==> config.mk <==
export PLATFORM = sky130hd
export DESIGN_NAME = fork_broadcast_ctrl
export DESIGN_NICKNAME = d
export VERILOG_FILES = /design/src/rtl/fork_ctrl_pkg.sv /design/src/rtl/fork_delay_cnt.sv /design/src/rtl/fork_broadcast_ctrl.sv
export SDC_FILE = /design/constraint.sdc
export NUM_CORES = 1
export LEC_CHECK = 0
export BUFFER_PORTS_ARGS = -buffer_cell sky130_fd_sc_hd__buf_4
export CORE_MARGIN = 2
export CORE_UTILIZATION = 48
export CTS_CLUSTER_DIAMETER = 40
export DETAILED_ROUTE_END_ITERATION = 6
export PLACE_DENSITY = 0.75
export SLEW_MARGIN = 20
export SYNTH_ARGS = -nofsm -noshare
export SYNTH_HDL_FRONTEND = slang
export SYNTH_HIERARCHICAL = 1
export SYNTH_SLANG_ARGS = --single-unit
export TNS_END_PERCENT = 5
==> constraint.sdc <==
create_clock -name clk -period 2.4 [get_ports clk]
set_input_delay 0.24 -clock clk [delete_from_list [all_inputs] [get_ports clk]]
set_output_delay 0.24 -clock clk [all_outputs]
set_load 0.1 [all_outputs]
==> src/rtl/fork_ctrl_pkg.sv <==
// Shared types and constants for the fork/broadcast controller.
package fork_ctrl_pkg;

  typedef enum logic [1:0] {IDLE, FWD, BCAST, BACKOFF} fork_state_t;

  localparam int CNT_W = 8;

endpackage

==> src/rtl/fork_delay_cnt.sv <==
// Loadable down-counter with a zero flag; one instance times both the
// forward-latency and backoff waits.
module fork_delay_cnt
  import fork_ctrl_pkg::*;
(
  input  logic             clk,
  input  logic             rst_n,
  input  logic             i_load,
  input  logic [CNT_W-1:0] i_load_val,
  input  logic             i_en,
  output logic             o_zero
);

  logic [CNT_W-1:0] r_cnt;

  always_ff @(posedge clk or negedge rst_n) begin
    if (!rst_n)                      r_cnt <= '0;
    else if (i_load)                 r_cnt <= i_load_val;
    else if (i_en && (r_cnt != '0))  r_cnt <= r_cnt - 1'b1;
  end

  assign o_zero = (r_cnt == '0);

endmodule

==> src/rtl/fork_broadcast_ctrl.sv <==
// Captures one token from a valid/ready producer and holds it until every
// consumer has taken it, with forward-latency and backoff gaps.
module fork_broadcast_ctrl
  import fork_ctrl_pkg::*;
#(
  parameter int WIDTH = 8,
  parameter int NOUT  = 2,
  parameter int FL    = 2,
  parameter int BL    = 8,
  parameter int CW    = 16
) (
  input  logic             clk,
  input  logic             rst_n,
  input  logic             in_valid,
  input  logic [WIDTH-1:0] in_data,
  output logic             in_ready,
  output logic [NOUT-1:0]  out_valid,
  output logic [WIDTH-1:0] out_data,
  input  logic [NOUT-1:0]  out_ready,
  output logic             busy,
  output logic [CW-1:0]    tok_count
);

  // Counter preloads are one less than the wait because the transition
  // edge itself counts as the last cycle of the wait.
  localparam logic [CNT_W-1:0] FL_LD = (FL > 0) ? CNT_W'(FL - 1) : '0;
  localparam logic [CNT_W-1:0] BL_LD = (BL > 0) ? CNT_W'(BL - 1) : '0;

  fork_state_t      r_state, w_nxt;
  logic [WIDTH-1:0] r_data;
  logic [NOUT-1:0]  r_served;
  logic [CW-1:0]    r_tok;

  logic [NOUT-1:0]  w_vld, w_srv_nxt;
  logic             w_ld, w_en, w_zero, w_cap, w_done;
  logic [CNT_W-1:0] w_ld_val;

  fork_delay_cnt u_cnt (
    .clk        (clk),
    .rst_n      (rst_n),
    .i_load     (w_ld),
    .i_load_val (w_ld_val),
    .i_en       (w_en),
    .o_zero     (w_zero)
  );

  assign w_vld     = (r_state == BCAST) ? ~r_served : '0;
  assign w_srv_nxt = r_served | (w_vld & out_ready);

  always_comb begin
    w_nxt    = r_state;
    w_ld     = 1'b0;
    w_ld_val = '0;
    w_en     = 1'b0;
    w_cap    = 1'b0;
    w_done   = 1'b0;
    case (r_state)
      IDLE: if (in_valid) begin
        w_cap = 1'b1;
        if (FL == 0) w_nxt = BCAST;
        else begin
          w_nxt    = FWD;
          w_ld     = 1'b1;
          w_ld_val = FL_LD;
        end
      end
      FWD: begin
        if (w_zero) w_nxt = BCAST;
        else        w_en  = 1'b1;
      end
      // Completion counts acceptances landing on this same edge.
      BCAST: if (&w_srv_nxt) begin
        w_done = 1'b1;
        if (BL == 0) w_nxt = IDLE;
        else begin
          w_nxt    = BACKOFF;
          w_ld     = 1'b1;
          w_ld_val = BL_LD;
        end
      end
      BACKOFF: begin
        if (w_zero) w_nxt = IDLE;
        else        w_en  = 1'b1;
      end
      default: w_nxt = IDLE;
    endcase
  end

  always_ff @(posedge clk or negedge rst_n) begin
    if (!rst_n) begin
      r_state  <= IDLE;
      r_data   <= '0;
      r_served <= '0;
      r_tok    <= '0;
    end else begin
      r_state <= w_nxt;
      if (w_cap) begin
        r_data   <= in_data;
        r_served <= '0;
      end else if (r_state == BCAST) begin
        r_served <= w_srv_nxt;
      end
      if (w_done) r_tok <= r_tok + 1'b1;
    end
  end

  assign in_ready  = rst_n && (r_state == IDLE);
  assign out_valid = w_vld;
  assign out_data  = r_data;
  assign busy      = (r_state != IDLE);
  assign tok_count = r_tok;

endmodule

-- Yosys cells after proc, flatten, opt, wreduce, memory -nomap -nowiden
Cells that the tools add are included.
- add/sub/neg operators: 2
- equality and inequality tests: 7
- muxes and demuxes: 20
- bitwise logic cells: 3
- reductions and logical operators: 11
- operators by type and width (operator ; count):
    $add 16x1->16 const B ; 1
    $mux 8 ; 2
    $mux 2 ; 7
    $logic_not 8->1 ; 1
    $pmux 2 s4 ; 1
    $reduce_bool 8->1 ; 1
    $sub 8x1->8 const B ; 1
    $mux 1 ; 7
    $ne 2x1->1 const B ; 3
    $pmux 3 s2 ; 1
    $reduce_bool 2->1 ; 3
    $eq 2x2->1 const B ; 2
    $reduce_and 4->1 ; 1
    $mux 3 ; 1
    $and 2x2->2 ; 1
    $eq 2x1->1 const B ; 1
    $logic_and 1x1->1 ; 2
    $logic_not 2->1 ; 1
    $ne 2x2->1 const B ; 1
    $not 2->2 ; 1
    $or 2x2->2 ; 1
    $pmux 1 s2 ; 1
    $reduce_and 2->1 ; 1
    $reduce_or 2->1 ; 1
- flip-flop bits (word level): 36
- output and inout bits: 28
- logic and storage cells: 48

-- Logic depth before layout (Yosys ltp)
Gate-level depths: netlist of run 1.
- word-level depth: 8
- depth in mapped cells: 9
- mapped depth without buffers: 8

-- By module
The synthesis of run 1 kept the hierarchy.
- modules (own cells, without submodules) (module ; times used ; cells each ; area each (µm²) ; sequential area each (µm²)):
    fork_broadcast_ctrl ; 1 ; 103 ; 1261.2 ; 700.7
    fork_delay_cnt ; 1 ; 58 ; 528.0 ; 200.2

-- Worst setup path before layout of run 1
No wires, ideal clock.
- path kind: register -> output
- start point: register r_state[0]
- end point: output out_valid[0]
- data arrival time: 2.077 ns
- path slack: 0.083 ns
- cell stages (with the launch flop): 4
- buffers on the path: 0
- cell sequence: dfrtp_1 -> inv_1 -> ha_1 -> nor2b_1
- word-level cells in the longest chain between the ends: 2
- RTL lines (element ; line ; RTL):
    start: declaration ; fork_broadcast_ctrl.sv:29 ; fork_state_t r_state, w_nxt;
    start signal: assignment ; fork_broadcast_ctrl.sv:96 ; r_state <= w_nxt;
    $eq 2x2->1 ; fork_broadcast_ctrl.sv:47 ; assign w_vld = (r_state == BCAST) ? ~r_served : '0;
    $mux 2 ; fork_broadcast_ctrl.sv:47 ;
    end: declaration ; fork_broadcast_ctrl.sv:17 ; output logic [NOUT-1:0] out_valid,
Every way passes these cells.

-- Worst setup path after layout of run 1
- start point: register u_cnt.r_cnt[0]
- end point: register r_state[1]
- word-level cells in the longest chain between the ends: 3
- elaborated cells between the ends (all ways): 4
- classes of those cells: eq/ne (2); reduce/logical (2)
- RTL lines (element ; line ; RTL):
    start: declaration ; fork_delay_cnt.sv:14 ; logic [CNT_W-1:0] r_cnt;
    start signal: assignment ; fork_delay_cnt.sv:18 ; else if (i_load) r_cnt <= i_load_val;
    start signal: assignment ; fork_delay_cnt.sv:19 ; else if (i_en && (r_cnt != '0)) r_cnt <= r_cnt - 1'b1;
    $logic_not 8->1 * ; fork_delay_cnt.sv:22 ; assign o_zero = (r_cnt == '0);
    named net w_zero ; fork_broadcast_ctrl.sv:35 ; logic w_ld, w_en, w_zero, w_cap, w_done;
    $ne 2x1->1 (no source line) ; - ;
    $reduce_and 4->1 (no source line) * ; - ;
The timed path passes the listed nets; every way through them passes the cells marked *.
A chain may end at the register's enable or synchronous reset.

==> impl_metrics.json, run 1 <==
{
  "gr-usage-all-layers_pct": 18.5,
  "die_w_um": 65.1,
  "path_cells": "inv_1 -> ha_1 -> or3b_2 -> nor2_2 -> nor2_2 -> a221oi_1 -> mux2_2",
  "wl_per_cell_um": 13.6,
  "insertedDiodeCount": 0,
  "layout.area.seq_um2": 901,
  "endpoint": "r_state[1]",
  "hold_buffers": 0,
  "vias_per_cell": 5.41,
  "final_hold_viol_count": 17,
  "grt_pass1_wl_um": 5960,
  "antenna_found_initial": 0,
  "synth-edff-count": 0,
  "start_util_pct": 49.2,
  "drv_cap": 0,
  "numClockSinks": 36,
  "cp.required_ns": 2.57,
  "violations": "negative hold slack",
  "start_kind": "register",
  "cts_max_level": 2,
  "multiInputGateArea_um2": 858,
  "slew_violations": 0,
  "period_needed_ns": 2.26,
  "worstPathArrival_ns": 2.43,
  "fin_util_pct": 64.2,
  "cpPeakStageDelay_ns": 0.50,
  "setup_viol": 0,
  "synth-seq-area-share_pct": 50.3,
  "row_count": 22,
  "relSlewSlack_pct": 57.3,
  "cts_root_buf": "clkbuf_8",
  "r2r_end": "r_state[1]",
  "dieArea_um2": 4230,
  "endpoint_kind": "register",
  "async_flop_share_pct": 100,
  "grt_pass1_vias": 1403,
  "yosysWarningCount": 6,
  "drc": 0,
  "hold_slack_ns": -0.00682,
  "ios": 41,
  "drt-initial-drc-count": 79,
  "num-fill-cells": 302,
  "clk-insertion-delay-late_ns": 0.29,
  "r2r_setup_slack_ns": 0.14,
  "crit_path_frequent_cell": "nor2_2",
  "skew_ns": 0.00958,
  "synth.top_cell.area_share_pct": 50.3,
  "yosys.area.top_type": "dfrtp_1",
  "core_area_um2": 3630,
  "final_common_cell": "buf_4",
  "yosys_most_used_dff": "dfrtp_1",
  "cts_tree": "yes",
  "syn_avg_cell_area_um2": 11.1,
  "path_max_fanout": 4,
  "slowest_stage": "or3b_2",
  "hp-class": "in2async",
  "die_h_um": 65.1,
  "drive_gt1_share_pct": 34.4,
  "layout.nets": 237,
  "grt_max_degree": 37,
  "setup.worst_path.class": "reg2reg",
  "layout_common_cells": "buf_4 (50), dfrtp_1 (36), xnor2_1 (14)",
  "fin_crit_sh_pct": 94.3,
  "area_growth_pct": 30.3,
  "place_congestion": 0.775,
  "clk_pin_slew_worst_paths_ns": 0.07,
  "numPortBuffers": 40,
  "routed_wl_um": 3610,
  "synth.area.top_cells": "dfrtp_1 (50%), xnor2_1 (6.9%), mux2_2 (6.3%), ha_1 (4.9%), nand4_1 (2.8%)",
  "pre_cts_slack_ns": -0.00991,
  "crit_start": "u_cnt/r_cnt[0]",
  "dp_hpwl_um": 2740,
  "dr.pass1.iters": 4,
  "layout_setup_ws_ns": 0.137,
  "ant_nets": 0,
  "via_count": 1440,
  "grt_overflow": 0,
  "numCtsBuffers": 5,
  "clock_path_buffers": 2,
  "rr_worst_depth": 7,
  "syn_inst": 161,
  "synth-seq-cells": 36,
  "syn-cell-area_um2": 1790,
  "rsz0062_at_grt": "no",
  "tightest_slew_ns": 0.635,
  "crit-reg2reg-launch": "u_cnt/r_cnt[0]",
  "status": "finished, violations left",
  "fmax_ghz": 0.442,
  "synth_cell_types": 45
}
-- what timing repair did --
action	4_1_cts	5_1_grt
endpoints found under the hold margin	0	0
setup buffers	0	2
gates cloned	0	0
pin swaps	0	1
gates resized for setup	1	3
endpoints found under the setup margin	2	5
-- registers in the layout (all words and copies together), names as in the netlist --
| register | flops |
|---|---|
| tok_count | 16 |
| out_data | 8 |
| u_cnt/r_cnt | 8 |
| r_served | 2 |
| r_state | 2 |
-- cell usage after synthesis, types with 2 or more instances --
cell	n
nor3b_1	3
a221o_1	2
nor2_1	8
buf_2	2
mux2_2	10
nand2_1	8
nor2b_1	3
inv_1	6
nand4_1	8
nor3_1	4
o21ai_0	2
a21oi_1	7
and4_1	2
nand3_1	8
ha_1	7
a31oi_1	2
dfrtp_1	36
or4_1	3
xnor2_1	14
-- metal layers --
| layer | vias to the layer above | GRT usage, % | part of all wire (%) |
|---|---|---|---|
| met5 | - | 0 | 0 |
| met4 | 0 | 7.29 | 1.5 |
| met3 | 8 | 5.21 | 4.9 |
| met2 | 41 | 33.6 | 52 |
| met1 | 698 | 20.1 | 41 |
| li1 | 693 | - | - |
-- critical path, delay by kind of cell (launching register included) --
family                     cells  cell delay [ns]
and+or+nand+nor                3             0.77
muxes                          1             0.38
DFF                            1             0.40
AOI/OAI and AO/OA              1             0.29
buffers and inverters          1             0.11
adders and majority gates      1             0.20
-- how the worst min path moves through the flow --
stage	from	to	slack, ns	depth (start not counted)
finish	rst_n	u_cnt/r_cnt[0]	-0.007	2
global route	rst_n	u_cnt/r_cnt[6]	0.04	2
CTS	rst_n	u_cnt/r_cnt[3]	0.02	2
detailed placement	rst_n	u_cnt/r_cnt[6]	0.33	2
global placement	rst_n	u_cnt/r_cnt[6]	0.32	2
floorplan	rst_n	out_data[0]	-0.06	0
-- area by class of cell --
class | instances | share of cell area [%]
sequential | 36 | 38.6
tap | 48 | 2.58
timing repair buffer | 50 | 16.1
clock inverter | 3 | 1.82
multi-input combinational | 117 | 36.8
inverter | 7 | 1.13
clock buffer | 5 | 2.95
-- through the flow --
stage	setup TNS (ns)	area (um^2)	instances	hold slack (ns)
final	0	2330	266	-0.00682
after CTS	0	2310	264	0.0167
after global routing	0	2330	266	0.0385
after global placement	0	2190	256	0.323
after floorplan	0	1800	165	-0.0556
after detailed placement	-0.0187	2190	256	0.329
-- kinds of logic (layout without fill, tap and decap cells) --
| kind of cell | Yosys count | in the layout | share of synthesized area (%) |
|---|---|---|---|
| simple gates | 54 | 54 | 16.8 |
| flops | 36 | 36 | 50.3 |
| compound gates | 26 | 26 | 10.8 |
| xor+xnor | 15 | 15 | 7.34 |
| buf+inv | 12 | 65 | 3.29 |
| mux | 10 | 10 | 6.29 |
| fa+ha+maj | 7 | 7 | 4.89 |
| other cells | 1 | 5 | 0.210 |
Power of run 1 is not shown: default switching activity piles up to over one toggle a cycle in this logic, so the estimate is an artifact.
==> inputs of run 2 (changes only) <==
- CORE_UTILIZATION: 48 -> 46
- PLACE_DENSITY: 0.75 -> 0.72
- SKIP_CTS_REPAIR_TIMING: unset -> 1
==> run 2 against run 1 <==
Against the previous run:
- count of clock-buffer cells in the layout up 1
- first-iteration DRC count down 62%
- the run now ends clean
- routed wire length down 1.8%
- sequential share of layout area up 0.25 points
- global-route usage about the same
- maximum frequency up 0.95%
- design area down 0.64%
- flip-flop and latch count unchanged
- utilization down 1.4 points
==> impl_metrics.json, run 2 (synthesis results as in run 1) <==
{
  "status": "finished, final reports clean",
  "routed_wl_um": 3540,
  "layout_common_cells": "buf_4 (47), dfrtp_1 (36), xnor2_1 (14)",
  "fin_util_pct": 62.8,
  "die_w_um": 66.4,
  "numCtsBuffers": 5,
  "largest_reg_flops": 16,
  "clk_pin_slew_worst_paths_ns": 0.07,
  "cts_max_level": 2,
  "start_util_pct": 48.5,
  "endpoint": "u_cnt/r_cnt[7]",
  "final_common_cell": "buf_4",
  "period_needed_ns": 2.24,
  "path_max_fanout": 6,
  "drive_gt1_share_pct": 33.5,
  "worstPathArrival_ns": 2.42,
  "grt_overflow": 0,
  "gr-usage-all-layers_pct": 18.4,
  "wl_per_cell_um": 13.5,
  "setup_viol": 0,
  "clock_path_buffers": 2,
  "dieArea_um2": 4400,
  "numClockSinks": 36,
  "core_area_um2": 3690,
  "grt_max_degree": 37,
  "ant_nets": 0,
  "cts_tree": "yes",
  "r2r_setup_slack_ns": 0.16,
  "rr_worst_depth": 8,
  "slew_violations": 0,
  "row_count": 22,
  "drv_cap": 0,
  "dp_hpwl_um": 2660,
  "fmax_ghz": 0.446,
  "crit-reg2reg-launch": "u_cnt/r_cnt[0]",
  "insertedDiodeCount": 0,
  "fin_crit_sh_pct": 93.4,
  "pre_cts_slack_ns": -0.00552,
  "via_count": 1435,
  "r2r_end": "u_cnt/r_cnt[7]",
  "hp-class": "in2async",
  "ios": 41,
  "cts_root_buf": "clkbuf_8",
  "relSlewSlack_pct": 58.1,
  "start_kind": "register",
  "dr.pass1.iters": 5,
  "layout_setup_ws_ns": 0.159,
  "rsz0062_at_grt": "no",
  "drc": 0,
  "setup.worst_path.class": "reg2reg",
  "numPortBuffers": 40,
  "clk-insertion-delay-late_ns": 0.29,
  "area_growth_pct": 29.5,
  "place_congestion": 0.742,
  "grt_pass1_wl_um": 6090,
  "drt-initial-drc-count": 30,
  "vias_per_cell": 5.46,
  "skew_ns": 0.00670,
  "layout.nets": 234,
  "cp.required_ns": 2.57,
  "die_h_um": 66.4,
  "tightest_slew_ns": 0.628,
  "grt_pass1_vias": 1409,
  "endpoint_kind": "register",
  "crit_start": "u_cnt/r_cnt[0]",
  "final_hold_viol_count": 0,
  "antenna_found_initial": 0
}
## run 2: cell types whose count changed in the layout (fill, tap and decap cells not counted)
cell / previous run / this run
clkbuf_1: 0 / 1
nor2_2: 2 / 1
a221oi_2: 0 / 1
clkinvlp_4: 1 / 0
buf_4: 50 / 47
nor2_4: 0 / 1
a221oi_1: 1 / 0
## run 2: routing by layer
layer  GRT usage (%)  routed length [um]
met3            4.77                 214
met4            7.91                  65
met2            32.3                1740
met1            21.1                1520
met5               0                   0
## run 2: stage by stage
step,hold WS [ns],std cells,area [um^2],setup TNS [ns]
final,0.00969,263,2320,0
after global routing,0.0315,263,2320,0
after CTS,0.0185,262,2280,-0.00485
after detailed placement,0.335,254,2180,-0.00552
after global placement,0.333,254,2180,0
after floorplan,-0.0556,165,1800,0
## run 2: final cells by class
type	instances	area (um^2)
Fill cell	320	1370
Sequential cell	36	901
Multi-Input combinational cell	117	870
Timing Repair Buffer	47	353
Clock buffer	6	72.6
Tap cell	48	60.1
Clock inverter	2	35.0
Inverter	7	26.3
## run 2: worst min path at each step
stage	endpoint	depth (start not counted)	slack, ns
2_1_floorplan	out_data[0]	0	-0.06
3_3_place_gp	u_cnt/r_cnt[6]	2	0.33
3_5_place_dp	tok_count[12]	2	0.33
4_1_cts	u_cnt/r_cnt[6]	2	0.02
5_1_grt	u_cnt/r_cnt[6]	2	0.03
6_report	u_cnt/r_cnt[7]	2	0.01
## run 2: critical path, stage by stage (launching register included)
cell and delay [ns]:
dfrtp_1 0.39, inv_1 0.09, ha_1 0.23, or3b_2 0.23, nor2_2 0.06, nor2_4 0.14
or3b_4 0.43, o311a_1 0.30, a221o_1 0.26
Power of run 2 is left out for the same reason.
